$ cat src/rtl/counter_bus_arb_if.sv
// Counter peripheral register bus bundle for the two-master arbiter.
// Carries both master-side ports (m0, m1) and the single slave-side port.
// The "slave" modport is the arbiter's view: it is the slave of both masters
// and drives the peripheral. The "master" modport is the view of the
// surrounding environment (bus masters plus the counter peripheral).
interface counter_bus_arb_if;
  // master 0
  logic        i_m0_select;
  logic        i_m0_wr;
  logic [3:0]  i_m0_addr;
  logic [15:0] i_m0_data;
  logic [15:0] o_m0_data;
  logic        o_m0_ack;
  logic        o_m0_err;
  // master 1
  logic        i_m1_select;
  logic        i_m1_wr;
  logic [3:0]  i_m1_addr;
  logic [15:0] i_m1_data;
  logic [15:0] o_m1_data;
  logic        o_m1_ack;
  logic        o_m1_err;
  // peripheral side
  logic        o_bus_select;
  logic        o_bus_wr;
  logic [3:0]  o_reg_addr;
  logic [15:0] o_bus_data;
  logic [15:0] i_bus_data;
  logic        i_bus_ack;

  modport slave (
    input  i_m0_select, i_m0_wr, i_m0_addr, i_m0_data,
    output o_m0_data, o_m0_ack, o_m0_err,
    input  i_m1_select, i_m1_wr, i_m1_addr, i_m1_data,
    output o_m1_data, o_m1_ack, o_m1_err,
    output o_bus_select, o_bus_wr, o_reg_addr, o_bus_data,
    input  i_bus_data, i_bus_ack
  );

  modport master (
    output i_m0_select, i_m0_wr, i_m0_addr, i_m0_data,
    input  o_m0_data, o_m0_ack, o_m0_err,
    output i_m1_select, i_m1_wr, i_m1_addr, i_m1_data,
    input  o_m1_data, o_m1_ack, o_m1_err,
    input  o_bus_select, o_bus_wr, o_reg_addr, o_bus_data,
    output i_bus_data, i_bus_ack
  );
endinterface

$ cat src/rtl/counter_bus_arb.sv
// counter_bus_arb: two-master round-robin arbiter in front of the counter
// peripheral register bus. The winning command is latched and held on the
// peripheral side until ack; read data and a one-cycle ack go back to the
// owner only. Flow: IDLE (grant) -> BUSY (command on bus) -> RESP (one
// recovery cycle so the owner can drop select) -> IDLE.
// Optional build macro: COUNTER_ARB_TIMEOUT_EN adds a slave-ack watchdog of
// TIMEOUT_CYC BUSY cycles; on expiry the owner gets ack with err=1, data 0.
module counter_bus_arb #(
  parameter int TIMEOUT_CYC = 255
) (
  input  logic               i_sysclk,
  input  logic               i_sysrst,
  counter_bus_arb_if.slave   bus
);

  typedef enum logic [1:0] {
    ST_IDLE = 2'd0,
    ST_BUSY = 2'd1,
    ST_RESP = 2'd2
  } state_t;

  state_t      state_q;
  logic        last_q;        // index of the master granted most recently
  logic        owner_q;       // index of the master owning the current transfer
  logic        bus_select_q;
  logic        bus_wr_q;
  logic [3:0]  reg_addr_q;
  logic [15:0] bus_data_q;
  logic [15:0] m0_data_q;
  logic [15:0] m1_data_q;
  logic        m0_ack_q;
  logic        m1_ack_q;

  // Winner selection, evaluated only when the FSM is in IDLE.
  logic        req_any_s;
  logic        winner_s;
  logic        win_wr_s;
  logic [3:0]  win_addr_s;
  logic [15:0] win_data_s;

`ifdef COUNTER_ARB_TIMEOUT_EN
  localparam logic [7:0] TIMEOUT_LIM = 8'(TIMEOUT_CYC);
  logic [7:0]  wait_cnt_q;
  logic        m0_err_q;
  logic        m1_err_q;
  logic        expire_s;
`endif

  // Round-robin pick: on a tie the master not served last wins.
  always_comb begin
    req_any_s  = bus.i_m0_select | bus.i_m1_select;
    winner_s   = 1'b0;
    win_wr_s   = 1'b0;
    win_addr_s = 4'h0;
    win_data_s = 16'h0000;
    if (bus.i_m0_select && bus.i_m1_select) begin
      winner_s = ~last_q;
    end else if (bus.i_m1_select) begin
      winner_s = 1'b1;
    end else begin
      winner_s = 1'b0;
    end
    if (winner_s) begin
      win_wr_s   = bus.i_m1_wr;
      win_addr_s = bus.i_m1_addr;
      win_data_s = bus.i_m1_data;
    end else begin
      win_wr_s   = bus.i_m0_wr;
      win_addr_s = bus.i_m0_addr;
      win_data_s = bus.i_m0_data;
    end
  end

`ifdef COUNTER_ARB_TIMEOUT_EN
  // Watchdog expiry: this BUSY cycle is the last allowed one and no ack came.
  always_comb begin
    expire_s = 1'b0;
    if (state_q == ST_BUSY) begin
      expire_s = !bus.i_bus_ack && ((wait_cnt_q + 8'd1) == TIMEOUT_LIM);
    end else begin
      expire_s = 1'b0;
    end
  end

  // Wait counter: cleared on entry to BUSY, counts every BUSY cycle.
  always_ff @(posedge i_sysclk or negedge i_sysrst) begin
    if (!i_sysrst) begin
      wait_cnt_q <= 8'd0;
    end else begin
      case (state_q)
        ST_IDLE: wait_cnt_q <= 8'd0;
        ST_BUSY: wait_cnt_q <= wait_cnt_q + 8'd1;
        ST_RESP: wait_cnt_q <= 8'd0;
        default: wait_cnt_q <= 8'd0;
      endcase
    end
  end
`endif

  // Main FSM with all outputs registered; acks default low so they pulse.
  always_ff @(posedge i_sysclk or negedge i_sysrst) begin
    if (!i_sysrst) begin
      state_q      <= ST_IDLE;
      last_q       <= 1'b1;     // pretend m1 was served last so m0 wins first tie
      owner_q      <= 1'b0;
      bus_select_q <= 1'b0;
      bus_wr_q     <= 1'b0;
      reg_addr_q   <= 4'h0;
      bus_data_q   <= 16'h0000;
      m0_data_q    <= 16'h0000;
      m1_data_q    <= 16'h0000;
      m0_ack_q     <= 1'b0;
      m1_ack_q     <= 1'b0;
`ifdef COUNTER_ARB_TIMEOUT_EN
      m0_err_q     <= 1'b0;
      m1_err_q     <= 1'b0;
`endif
    end else begin
      m0_ack_q <= 1'b0;
      m1_ack_q <= 1'b0;
`ifdef COUNTER_ARB_TIMEOUT_EN
      m0_err_q <= 1'b0;
      m1_err_q <= 1'b0;
`endif
      case (state_q)
        ST_IDLE: begin
          if (req_any_s) begin
            state_q      <= ST_BUSY;
            owner_q      <= winner_s;
            last_q       <= winner_s;
            bus_select_q <= 1'b1;
            bus_wr_q     <= win_wr_s;
            reg_addr_q   <= win_addr_s;
            bus_data_q   <= win_data_s;
          end else begin
            state_q <= ST_IDLE;
          end
        end
        ST_BUSY: begin
          if (bus.i_bus_ack) begin
            // Ack wins over a same-cycle watchdog expiry.
            state_q      <= ST_RESP;
            bus_select_q <= 1'b0;
            if (owner_q) begin
              m1_data_q <= bus.i_bus_data;
              m1_ack_q  <= 1'b1;
            end else begin
              m0_data_q <= bus.i_bus_data;
              m0_ack_q  <= 1'b1;
            end
`ifdef COUNTER_ARB_TIMEOUT_EN
          end else if (expire_s) begin
            state_q      <= ST_RESP;
            bus_select_q <= 1'b0;
            if (owner_q) begin
              m1_data_q <= 16'h0000;
              m1_ack_q  <= 1'b1;
              m1_err_q  <= 1'b1;
            end else begin
              m0_data_q <= 16'h0000;
              m0_ack_q  <= 1'b1;
              m0_err_q  <= 1'b1;
            end
`endif
          end else begin
            state_q <= ST_BUSY;
          end
        end
        ST_RESP: begin
          state_q <= ST_IDLE;
        end
        default: begin
          state_q      <= ST_IDLE;
          bus_select_q <= 1'b0;
        end
      endcase
    end
  end

  assign bus.o_bus_select = bus_select_q;
  assign bus.o_bus_wr     = bus_wr_q;
  assign bus.o_reg_addr   = reg_addr_q;
  assign bus.o_bus_data   = bus_data_q;
  assign bus.o_m0_data    = m0_data_q;
  assign bus.o_m1_data    = m1_data_q;
  assign bus.o_m0_ack     = m0_ack_q;
  assign bus.o_m1_ack     = m1_ack_q;
`ifdef COUNTER_ARB_TIMEOUT_EN
  assign bus.o_m0_err     = m0_err_q;
  assign bus.o_m1_err     = m1_err_q;
`else
  assign bus.o_m0_err     = 1'b0;
  assign bus.o_m1_err     = 1'b0;
`endif

endmodule
$ cat src/flat_wrapper.sv
// flat-port wrapper written by rule: the top's interface ports become plain ports
module counter_bus_arb_flat 
#(
  parameter int TIMEOUT_CYC = 255
)
  (i_sysclk, i_sysrst, bus_i_m0_select, bus_i_m0_wr, bus_i_m0_addr, bus_i_m0_data, bus_o_m0_data, bus_o_m0_ack, bus_o_m0_err, bus_i_m1_select, bus_i_m1_wr, bus_i_m1_addr, bus_i_m1_data, bus_o_m1_data, bus_o_m1_ack, bus_o_m1_err, bus_o_bus_select, bus_o_bus_wr, bus_o_reg_addr, bus_o_bus_data, bus_i_bus_data, bus_i_bus_ack);
  counter_bus_arb_if bus_i ();
  input  logic i_sysclk;
  input  logic i_sysrst;
  input wire logic [$bits(bus_i.i_m0_select)-1:0] bus_i_m0_select;
  input wire logic [$bits(bus_i.i_m0_wr)-1:0] bus_i_m0_wr;
  input wire logic [$bits(bus_i.i_m0_addr)-1:0] bus_i_m0_addr;
  input wire logic [$bits(bus_i.i_m0_data)-1:0] bus_i_m0_data;
  output wire logic [$bits(bus_i.o_m0_data)-1:0] bus_o_m0_data;
  output wire logic [$bits(bus_i.o_m0_ack)-1:0] bus_o_m0_ack;
  output wire logic [$bits(bus_i.o_m0_err)-1:0] bus_o_m0_err;
  input wire logic [$bits(bus_i.i_m1_select)-1:0] bus_i_m1_select;
  input wire logic [$bits(bus_i.i_m1_wr)-1:0] bus_i_m1_wr;
  input wire logic [$bits(bus_i.i_m1_addr)-1:0] bus_i_m1_addr;
  input wire logic [$bits(bus_i.i_m1_data)-1:0] bus_i_m1_data;
  output wire logic [$bits(bus_i.o_m1_data)-1:0] bus_o_m1_data;
  output wire logic [$bits(bus_i.o_m1_ack)-1:0] bus_o_m1_ack;
  output wire logic [$bits(bus_i.o_m1_err)-1:0] bus_o_m1_err;
  output wire logic [$bits(bus_i.o_bus_select)-1:0] bus_o_bus_select;
  output wire logic [$bits(bus_i.o_bus_wr)-1:0] bus_o_bus_wr;
  output wire logic [$bits(bus_i.o_reg_addr)-1:0] bus_o_reg_addr;
  output wire logic [$bits(bus_i.o_bus_data)-1:0] bus_o_bus_data;
  input wire logic [$bits(bus_i.i_bus_data)-1:0] bus_i_bus_data;
  input wire logic [$bits(bus_i.i_bus_ack)-1:0] bus_i_bus_ack;
  assign bus_i.i_m0_select = bus_i_m0_select;
  assign bus_i.i_m0_wr = bus_i_m0_wr;
  assign bus_i.i_m0_addr = bus_i_m0_addr;
  assign bus_i.i_m0_data = bus_i_m0_data;
  assign bus_o_m0_data = bus_i.o_m0_data;
  assign bus_o_m0_ack = bus_i.o_m0_ack;
  assign bus_o_m0_err = bus_i.o_m0_err;
  assign bus_i.i_m1_select = bus_i_m1_select;
  assign bus_i.i_m1_wr = bus_i_m1_wr;
  assign bus_i.i_m1_addr = bus_i_m1_addr;
  assign bus_i.i_m1_data = bus_i_m1_data;
  assign bus_o_m1_data = bus_i.o_m1_data;
  assign bus_o_m1_ack = bus_i.o_m1_ack;
  assign bus_o_m1_err = bus_i.o_m1_err;
  assign bus_o_bus_select = bus_i.o_bus_select;
  assign bus_o_bus_wr = bus_i.o_bus_wr;
  assign bus_o_reg_addr = bus_i.o_reg_addr;
  assign bus_o_bus_data = bus_i.o_bus_data;
  assign bus_i.i_bus_data = bus_i_bus_data;
  assign bus_i.i_bus_ack = bus_i_bus_ack;
  counter_bus_arb #(.TIMEOUT_CYC(TIMEOUT_CYC)) u_core (.i_sysclk(i_sysclk), .i_sysrst(i_sysrst), .bus(bus_i));
endmodule
$ cat config.mk
export PLATFORM = sky130hd
export DESIGN_NAME = counter_bus_arb_flat
export DESIGN_NICKNAME = d
export VERILOG_FILES = /design/src/rtl/counter_bus_arb_if.sv /design/src/rtl/counter_bus_arb.sv /design/src/flat_wrapper.sv
export SDC_FILE = /design/constraint.sdc
export NUM_CORES = 1
export LEC_CHECK = 0
export BUFFER_PORTS_ARGS = -buffer_cell sky130_fd_sc_hd__buf_2
export CAP_MARGIN = 5
export CORE_UTILIZATION = 42
export CTS_CLUSTER_DIAMETER = 120
export DETAILED_ROUTE_END_ITERATION = 8
export PLACE_DENSITY_LB_ADDON = 0.12
export SLEW_MARGIN = 0
export SYNTH_ARGS = -nofsm -noshare
export SYNTH_HDL_FRONTEND = slang
export SYNTH_SLANG_ARGS = --single-unit
$ cat constraint.sdc
create_clock -name i_sysclk -period 1.5 [get_ports i_sysclk]
set_input_delay 0.225 -clock i_sysclk [delete_from_list [all_inputs] [get_ports i_sysclk]]
set_output_delay 0.225 -clock i_sysclk [all_outputs]
set_load 0.02 [all_outputs]
# Word-level counts from Yosys, hierarchy flattened
# Cells that the tools add are included.
[classes]
eq_ne = 4
muxes = 17
n_bitwise = 4
reduce_logical = 6
[ops]
columns = ["operator", "n"]
rows = [
  ["$mux W16", 1],
  ["$mux W1", 12],
  ["$reduce_and A3 Y1", 3],
  ["$mux W4", 1],
  ["$pmux W2 S2", 1],
  ["$not A1 Y1", 3],
  ["$pmux W1 S3", 1],
  ["$eq A2 B1 Y1 const B", 1],
  ["$eq A2 B2 Y1 const B", 1],
  ["$logic_not A2 Y1", 1],
  ["$mux W2", 1],
  ["$ne A2 B1 Y1 const B", 1],
  ["$ne A2 B2 Y1 const B", 1],
  ["$reduce_and A2 Y1", 1],
  ["$logic_and A1 B1 Y1", 1],
  ["$or A1 B1 Y1", 1],
]
[totals]
regBits = 60
input_bits = 63
output_inout_bits = 58

# Longest topological paths before layout
# Gate-level depths: netlist of the first run.
[depth]
word_depth = 3
ltp_mapped = 5
depth_no_buf = 3

# Worst setup path after synthesis of the first run
# No wires, ideal clock.
[synth_timing]
path_type = "reg2reg"
from = "register u_core.last_q"
to = "register u_core.bus_data_q[10] (netlist: u_core.bus.o_bus_data[10])"
arrival_ps = 1452
required_time_ps = 1375
slack_ps = -76
path_stages_with_launch = 5
path_buffers = 1
cell_sequence = "dfstp_2 a21bo_1 clkbuf_8 mux2_2 mux2_2"
[synth_via]
elab_chain_len = 3
[synth_rtl]
columns = ["element", "line", "rtl"]
rows = [
  ["start: declaration", "counter_bus_arb.sv:23", "logic last_q;"],
  ["start signal: assignment", "counter_bus_arb.sv:130", "last_q <= winner_s;"],
  ["$not A1 Y1", "counter_bus_arb.sv:57", "winner_s = ~last_q;"],
  ["$mux W1", "counter_bus_arb.sv:56", "if (bus.i_m0_select && bus.i_m1_select) begin"],
  ["$mux W16", "counter_bus_arb.sv:63", "if (winner_s) begin"],
  ["end signal: assignment", "counter_bus_arb.sv:134", "bus_data_q <= win_data_s;"],
  ["end: declaration", "counter_bus_arb.sv:28", "logic [15:0] bus_data_q;"],
]
# No other way between the ends.
# A chain may end at the register's enable or synchronous reset.

# Worst setup path after layout of the first run
[layout_timing]
from = "register u_core.last_q"
to = "register u_core.bus_data_q[1] (netlist: u_core.bus.o_bus_data[1])"
# Same word-level chain as after synthesis.

==> results by group, run 1 <==
Min path
  – Min-delay src: bus_i_bus_data[0]
  – Hold Path Class: primary input to flip-flop
  – Worst hold path depth: 2
  – WHS Endpoint: u_core.bus.o_m0_data[0]

Power and ir drop
  – Worst VDD drop: 1080 uV
  – Pwr dens: 2270 mW/mm2
  – Static Leak: 1.80 nW

STA
  – Finish-stage setup viols: 21
  – Final hold vios: 0
  – Fin worst setup slack: -49.6 ps
  – RSZ-0062 raised after global routing: true
  – Setup Skew: 6.83 ps
  – Crit share post-route: 103%
  – Slew Limit Fails: 0
  – Crit path time final: 1550 ps
  – Fmax: 645 MHz

Drt
  – Post-route ant nets: 0
  – Vias: 1,726
  – WL/cell: 12.9 um
  – Vias per inst: 4.61
  – DRT Pass-1 Iters: 2
  – # DRC: 0
  – Post-Route WL: 4.84 mm
  – Initial detailed-routing violation count: 26

GRT
  – Antenna violations before repair: 0
  – Global-route wire length before repair: 7.91 mm
  – Global Route Usage Sum: 16.5%
  – Largest net degree at the start of global routing: 29
  – Vias in the first global route: 1,674
  – Global route overflow: 0

Synth
  – Ys Warns: 0
  – Top post-synthesis cells by area: dfrtp_1 57%, mux2_2 28%, mux2_4 5.3%, buf_4 1.2%, dfstp_2 1.0%
  – Yosys top cell by area: dfrtp_1
  – Mapped Cells: 159
  – Avg Cell Area, Syn: 16.2 um2
  – Sequential share of the synthesized area: 58.4%
  – #FFs+latches synth: 60
  – Yosys top cell area share: 57.4%
  – Mapped cell area: 0.00257 mm2
  – Distinct cells, synth: 22

Worst setup path
  – WP data arrival: 1750 ps
  – Crit start category: flip-flop
  – Worst reg-to-reg setup slack: -50 ps
  – Kind of critical path: flip-flop to flip-flop
  – FF-to-FF End: u_core.bus.o_bus_data[1]
  – FF-to-FF path depth: 4
  – Reg-to-Reg Start: u_core.last_q
  – Largest fanout on the critical path: 15
  – Worst EP required: 1700 ps
  – Critical Path End Type: flip-flop

Clock network
  – Clock Sinks: 60
  – CTS tree: built
  – Clock Tree Root: clkbuf_8
  – Worst-Skew Late Latency: 320 ps
  – Max clock buf depth: 2
  – H-tree Lvls: 3
  – CTS clk-pin slew, worst paths: 70 ps
  – Cts bufs inserted: 9

Status
  – Status: finished with violations
  – Failing checks: negative setup slack

Layout
  – Finished Layout Cells: 374
  – # diodes: 0
  – Layout area overhead: 40.2%
  – Share of cells above drive strength 1: 75.9%
  – NumNets Final: 357
  – FILL cells: 499

Placement
  – Pre-CTS setup slack: -28.9 ps
  – Detailed placement HPWL: 3.61 mm
  – Placed Cells: 354
  – RePlAce Congestion: 0.747
  – IO buf count: 118

Floorplan
  – Core area: 0.00592 mm2
  – Die W: 80.2 um
  – Die H: 80.2 um
  – Starting Density: 43.4%
  – I/O Pins: 121
  – Die area: 0.00644 mm2
  – FP Rows: 28

Job
  – Maxcap violations: 0
-- placed cells by master (no fill, tap or decap) --
| cell type | synthesis | routed |
|---|---|---|
| a21bo_4 | 0 | 1 |
| a21o_1 | 1 | 1 |
| and2_4 | 1 | 1 |
| and3b_2 | 1 | 1 |
| buf_12 | 1 | 5 |
| buf_2 | 1 | 118 |
| buf_4 | 4 | 8 |
| bufinv_16 | 0 | 3 |
| clkbuf_1 | 0 | 1 |
| clkbuf_8 | 1 | 11 |
| clkinv_2 | 0 | 1 |
| conb_1 | 1 | 2 |
| dfrtp_1 | 59 | 59 |
| dfstp_2 | 1 | 1 |
| dlygate4sd3_1 | 0 | 1 |
| inv_1 | 3 | 3 |
| mux2_2 | 65 | 64 |
| mux2_4 | 9 | 10 |
| mux2i_1 | 2 | 2 |
| nand2_2 | 1 | 1 |
| nor2_1 | 1 | 1 |
| nor3_4 | 0 | 1 |
| nor3b_1 | 1 | 1 |
| o21ai_0 | 1 | 1 |
| or2_2 | 1 | 1 |
-- stage by stage --
| stage | power (mW) | util, % | area [um2] | TNS (ps) | hold slack (ps) |
|---|---|---|---|---|---|
| 5_1_grt | 8.66 | 60.9 | 3600 | -1630 | 133 |
| 4_1_cts | 8.29 | 60.8 | 3600 | -671 | 127 |
| 3_5_place_dp | 6.41 | 55.8 | 3310 | -479 | 194 |
| 6_report | 8.17 | 60.9 | 3600 | -600 | 148 |
| 2_1_floorplan | 5.24 | - | 2580 | -54.1 | -70.6 |
| 3_3_place_gp | 6.34 | 55.8 | 3310 | -130 | 203 |
-- synth_stat cells --
cell type	count
mux2_2	65
nor3b_1	1
o21ai_0	1
inv_1	3
buf_4	4
or2_2	1
clkbuf_8	1
nor3_2	1
nand2_2	1
dfstp_2	1
mux2_4	9
buf_12	1
buf_2	1
a21bo_1	1
dfrtp_1	59
conb_1	1
and2_4	1
nor2_1	1
buf_6	2
a21o_1	1
mux2i_1	2
and3b_2	1
-- critical path, stage by stage (launching register included) --
cell	delay, ps
dfstp_2	540
a21bo_4	140
buf_12	150
mux2_2	340
mux2_2	270
-- timing repair --
action | 4_1_cts | 5_1_grt
endpoints found under the hold margin | 15 | 0
pin swaps | 1 | 0
hold buffers | 1 | 0
gates resized for setup | 0 | 1
setup endpoints to repair | 26 | 21
buffers inserted | 3 | 0
-- cell families (layout without fill, tap and decap cells) --
kind of cell | count (synthesis) | count (layout) | synth area share (%)
AO/OA/AOI/OAI | 3 | 3 | 0.876
buffers and inverters | 12 | 151 | 3.99
flip-flops | 60 | 60 | 58.4
multiplexers | 76 | 76 | 34.5
other | 1 | 2 | 0.146
AND/OR/NAND/NOR | 7 | 7 | 2.04
-- final cells by class --
class | count | area [um2] | share of cell area (%)
Clock buffer | 12 | 155 | 4.30
Clock inverter | 4 | 95.1 | 2.64
Inverter | 3 | 11.3 | 0.312
Multi-Input combinational cell | 88 | 986 | 27.4
Sequential cell | 60 | 1500 | 41.7
Tap cell | 75 | 93.8 | 2.60
Timing Repair Buffer | 132 | 761 | 21.1
-- flip-flops by register name (all words and copies together) (netlist names) --
signal / count
u_core.bus.o_bus_wr: 1
u_core.last_q: 1
u_core.bus.o_m0_ack: 1
u_core.state_q: 2
u_core.bus.o_bus_select: 1
u_core.bus.o_reg_addr: 4
u_core.bus.o_bus_data: 16
u_core.owner_q: 1
u_core.bus.o_m1_data: 16
u_core.bus.o_m0_data: 16
u_core.bus.o_m1_ack: 1
-- how the worst max path moves through the flow --
| stage | to | startpoint | slack [ps] |
|---|---|---|---|
| 2_1_floorplan | u_core.bus.o_bus_data[10] | u_core.last_q | -7 |
| 3_3_place_gp | u_core.bus.o_bus_data[10] | u_core.last_q | -10 |
| 3_5_place_dp | u_core.bus.o_bus_data[14] | u_core.last_q | -30 |
| 4_1_cts | u_core.bus.o_bus_data[1] | u_core.last_q | -40 |
| 5_1_grt | u_core.bus.o_reg_addr[1] | u_core.last_q | -90 |
| 6_report | u_core.bus.o_bus_data[1] | u_core.last_q | -50 |
-- layer usage --
layer,track usage (%),wire (um),part of all wire (%),vias up
li1,-,-,-,826
met1,21.5,2110,44,821
met2,25.3,2320,48,72
met3,4.43,354,7.3,7
met4,8.57,55,1.1,0
met5,0,0,0,-
-- power by group --
part | internal (mW) | leakage (nW) | switching (mW)
logic | 1.72 | 0.963 | 1.84
registers | 2.44 | 0.712 | 0.381
clock network | 1.19 | 0.127 | 0.592
Note: power is estimated with default switching activity, not from simulation.
==> run 2: changes to the inputs <==
Settings changed: ABC_AREA from default to 1.
==> run 2 against run 1 <==
Against the previous run: the flow now finishes without violations; sequential cell count unchanged; clock skew down 1.3 ps; fmax rose by 29%; critical path type unchanged; largest cell class unchanged; highest routed layer unchanged.
==> results by group, run 2 <==
Status
  – Status: finished, final reports clean

Placement
  – Post-Place Cell Area: 0.00334 mm2 (+0.95%)
  – RePlAce Congestion: 0.723 (-3.2%)
  – IO buf count: 118 (unchanged)
  – Detailed placement HPWL: 4.13 mm (+14%)
  – Placed Cells: 515 (+45%)

Synth
  – Mapped Cells: 332 (+110%)
  – Avg Cell Area, Syn: 8.02 um2 (-50%)
  – Top post-synthesis cells by area: dfrtp_1 55%, nand2_1 15%, inv_1 9.0%, nand3_1 8.1%, o21ai_1 4.5%
  – FFs w/ async S/R, synth: 100% (unchanged)
  – Post-synth EDFFs: 0 (unchanged)
  – Most common cell in the netlist: nand2_1
  – Distinct cells, synth: 18 (-18%)
  – Ys Warns: 0 (unchanged)
  – Top FF cell, synth: dfrtp_1
  – #FFs+latches synth: 60 (unchanged)
  – Yosys top cell area share: 55.4% (-2.0 points)
  – Top post-synthesis cells by count: 103 x nand2_1, 64 x inv_1, 59 x dfrtp_1
  – Mapped cell area: 0.00266 mm2 (+3.6%)
  – Sequential share of the synthesized area: 56.4% (-2.0 points)
  – Yosys top cell by area: dfrtp_1

Worst setup path
  – Kind of critical path: flip-flop to flip-flop
  – FF-to-FF path depth: 6 (+2)
  – Crit start category: flip-flop
  – Critical path's top delay family: flip-flops
  – CP Depth: 6 (+2)
  – CP cell instances: nand2_1, nand2_1, buf_4, nand2_1, nand3_1, nand2_1
  – Critical Path End Type: flip-flop
  – Largest fanout on the critical path: 21 (+6)
  – Critical path's largest stage delay: 530 ps (about the same)
  – Worst EP required: 1720 ps (+20 ps)
  – Buf/Inv on CP: 1 (unchanged)
  – Top cell by count, worst path: nand2_1
  – Slowest-stage cell, CP: dfstp_2
  – WP data arrival: 1420 ps (-330 ps)

GRT
  – Global-route wire length before repair: 9.40 mm (+19%)
  – Global Route Usage Sum: 19.0% (+2.4 points)
  – Antenna violations before repair: 0 (unchanged)
  – M3 GR Usage: 7.00% (+2.6 points)
  – Met1 GRT Util: 24.3% (+2.8 points)
  – Largest net degree at the start of global routing: 61 (+110%)
  – Global route overflow: 0 (unchanged)
  – Global Route met2 Usage: 29.9% (+4.6 points)
  – Vias in the first global route: 2,117 (+26%)
  – Gr busiest metal: met2

Clock network
  – Max clock buf depth: 2 (unchanged)
  – Clock Sinks: 60 (unchanged)
  – H-tree Lvls: 3 (unchanged)
  – Cts bufs inserted: 9 (unchanged)
  – CTS clk-pin slew, worst paths: 60 ps (about the same)
  – Worst-Skew Late Latency: 330 ps (about the same)
  – Setup Buffers After CTS: 0 (-3)
  – CTS tree: built
  – Clock Tree Root: clkbuf_8

Power and ir drop
  – Worst VDD drop: 1110 uV (+3.0%)
  – Pwr dens: 2070 mW/mm2 (-8.4%)
  – Total power: 7.37 mW (-9.8%)
  – Static Leak: 2.18 nW (+21%)

Layout
  – Finished Layout Cells: 532 (+42%)
  – Layout area overhead: 33.3%
  – Footprint of the multi-input gates: 828 um2 (-16%)
  – FF/Latch Area: 0.00150 mm2 (unchanged)
  – NumNets Final: 515 (+44%)
  – Post-route cell area: 0.00355 mm2 (-1.5%)
  – FILL cells: 588 (+18%)
  – Commonest non-fill, non-tap cells in the layout: 118 x buf_2, 103 x nand2_1, 64 x inv_1
  – # diodes: 0 (unchanged)
  – Commonest non-fill, non-tap cell in the layout: buf_2
  – Share of cells above drive strength 1: 31.7% (-44 points)

Drt
  – Vias per inst: 4.46 (-3.3%)
  – # DRC: 0 (unchanged)
  – WL/cell: 11.0 um (-15%)
  – Post-route ant nets: 0 (unchanged)
  – Vias: 2,374 (+38%)
  – Initial detailed-routing violation count: 74 (+180%)
  – DRT Pass-1 Iters: 4 (+2)
  – Post-Route WL: 5.86 mm (+21%)

STA
  – Setup Skew: 5.54 ps (-1.29 ps)
  – Final hold vios: 0 (unchanged)
  – Slew Limit Fails: 0 (unchanged)
  – Crit path time final: 1200 ps (-352 ps)
  – Fmax: 835 MHz (+29%)
  – Crit share post-route: 79.8% (-23 points)
  – Hold slack: 123 ps (-25.3 ps)
  – Finish-stage setup viols: 0 (-100%)
  – RSZ-0062 raised after global routing: false
  – Setup_tns: 0 ps (+600 ps)

Floorplan
  – Die W: 81.6 um (+1.7%)
  – I/O Pins: 121 (unchanged)
  – Core area: 0.00603 mm2 (+1.8%)
  – Starting Density: 44.2% (+0.78 points)
  – Die area: 0.00667 mm2 (+3.5%)
  – FP Rows: 28 (unchanged)
  – Die H: 81.6 um (+1.7%)

Min path
  – Worst hold path depth: 2 (unchanged)
  – Hold Path Class: primary input to flip-flop

Job
  – Maxcap violations: 0 (unchanged)
==> run 2: power by group <==
part	total, mW	switching (mW)	internal [mW]
Combinational	3.13	2.06	1.07
Sequential	2.77	0.394	2.38
Clock	1.46	0.612	0.852
==> run 2: cells by family (layout without fill, tap and decap cells) <==
| group | count (synthesis) | count (layout) | share of synthesized area, % |
|---|---|---|---|
| other | 1 | 2 | 0.141 |
| AND/OR/NAND/NOR | 154 | 154 | 24.4 |
| buffers and inverters | 83 | 207 | 12.6 |
| AO/OA/AOI/OAI | 34 | 34 | 6.39 |
| flip-flops | 60 | 60 | 56.4 |
==> run 2: timing repair <==
action	in CTS	in global routing
hold endpoints to repair	59	0
gates resized for setup	0	0
hold buffers	1	0
==> run 2: layout make-up <==
type                    instances  area share, %
multi-input cells             190           23.3
clock buffers                  12           4.37
well taps                      75           2.64
inverters                      65           6.87
flip-flops and latches         60           42.3
repair buffers                126           19.1
clock inverters                 4           1.34
==> run 2: metal layers <==
| metal | vias up | wire length, um |
|---|---|---|
| li1 | 1241 | - |
| met3 | 8 | 384 |
| met5 | - | 0 |
| met4 | 0 | 57 |
| met2 | 72 | 2650 |
| met1 | 1053 | 2770 |
==> run 2: through the flow <==
step           utilization, %  setup WS (ps)
2_1_floorplan               -            371
3_3_place_gp             55.4            328
3_5_place_dp             55.4            305
4_1_cts                  58.9            295
5_1_grt                  58.9            192
6_report                 58.9            303
==> run 2: path summary, 6_finish.rpt <==
path / from / to / slack, ps
worst max-delay path: u_core.last_q / u_core.bus.o_bus_data[4] / 300
worst min-delay path: bus_i_bus_ack / u_core.state_q[0] / 120
worst max register to register: u_core.last_q / u_core.bus.o_bus_data[4] / 300
worst min register to register: u_core.last_q / u_core.last_q / 470
max in group asynchronous: i_sysrst / u_core.last_q / 770
min in group asynchronous: i_sysrst / u_core.bus.o_bus_data[4] / 430
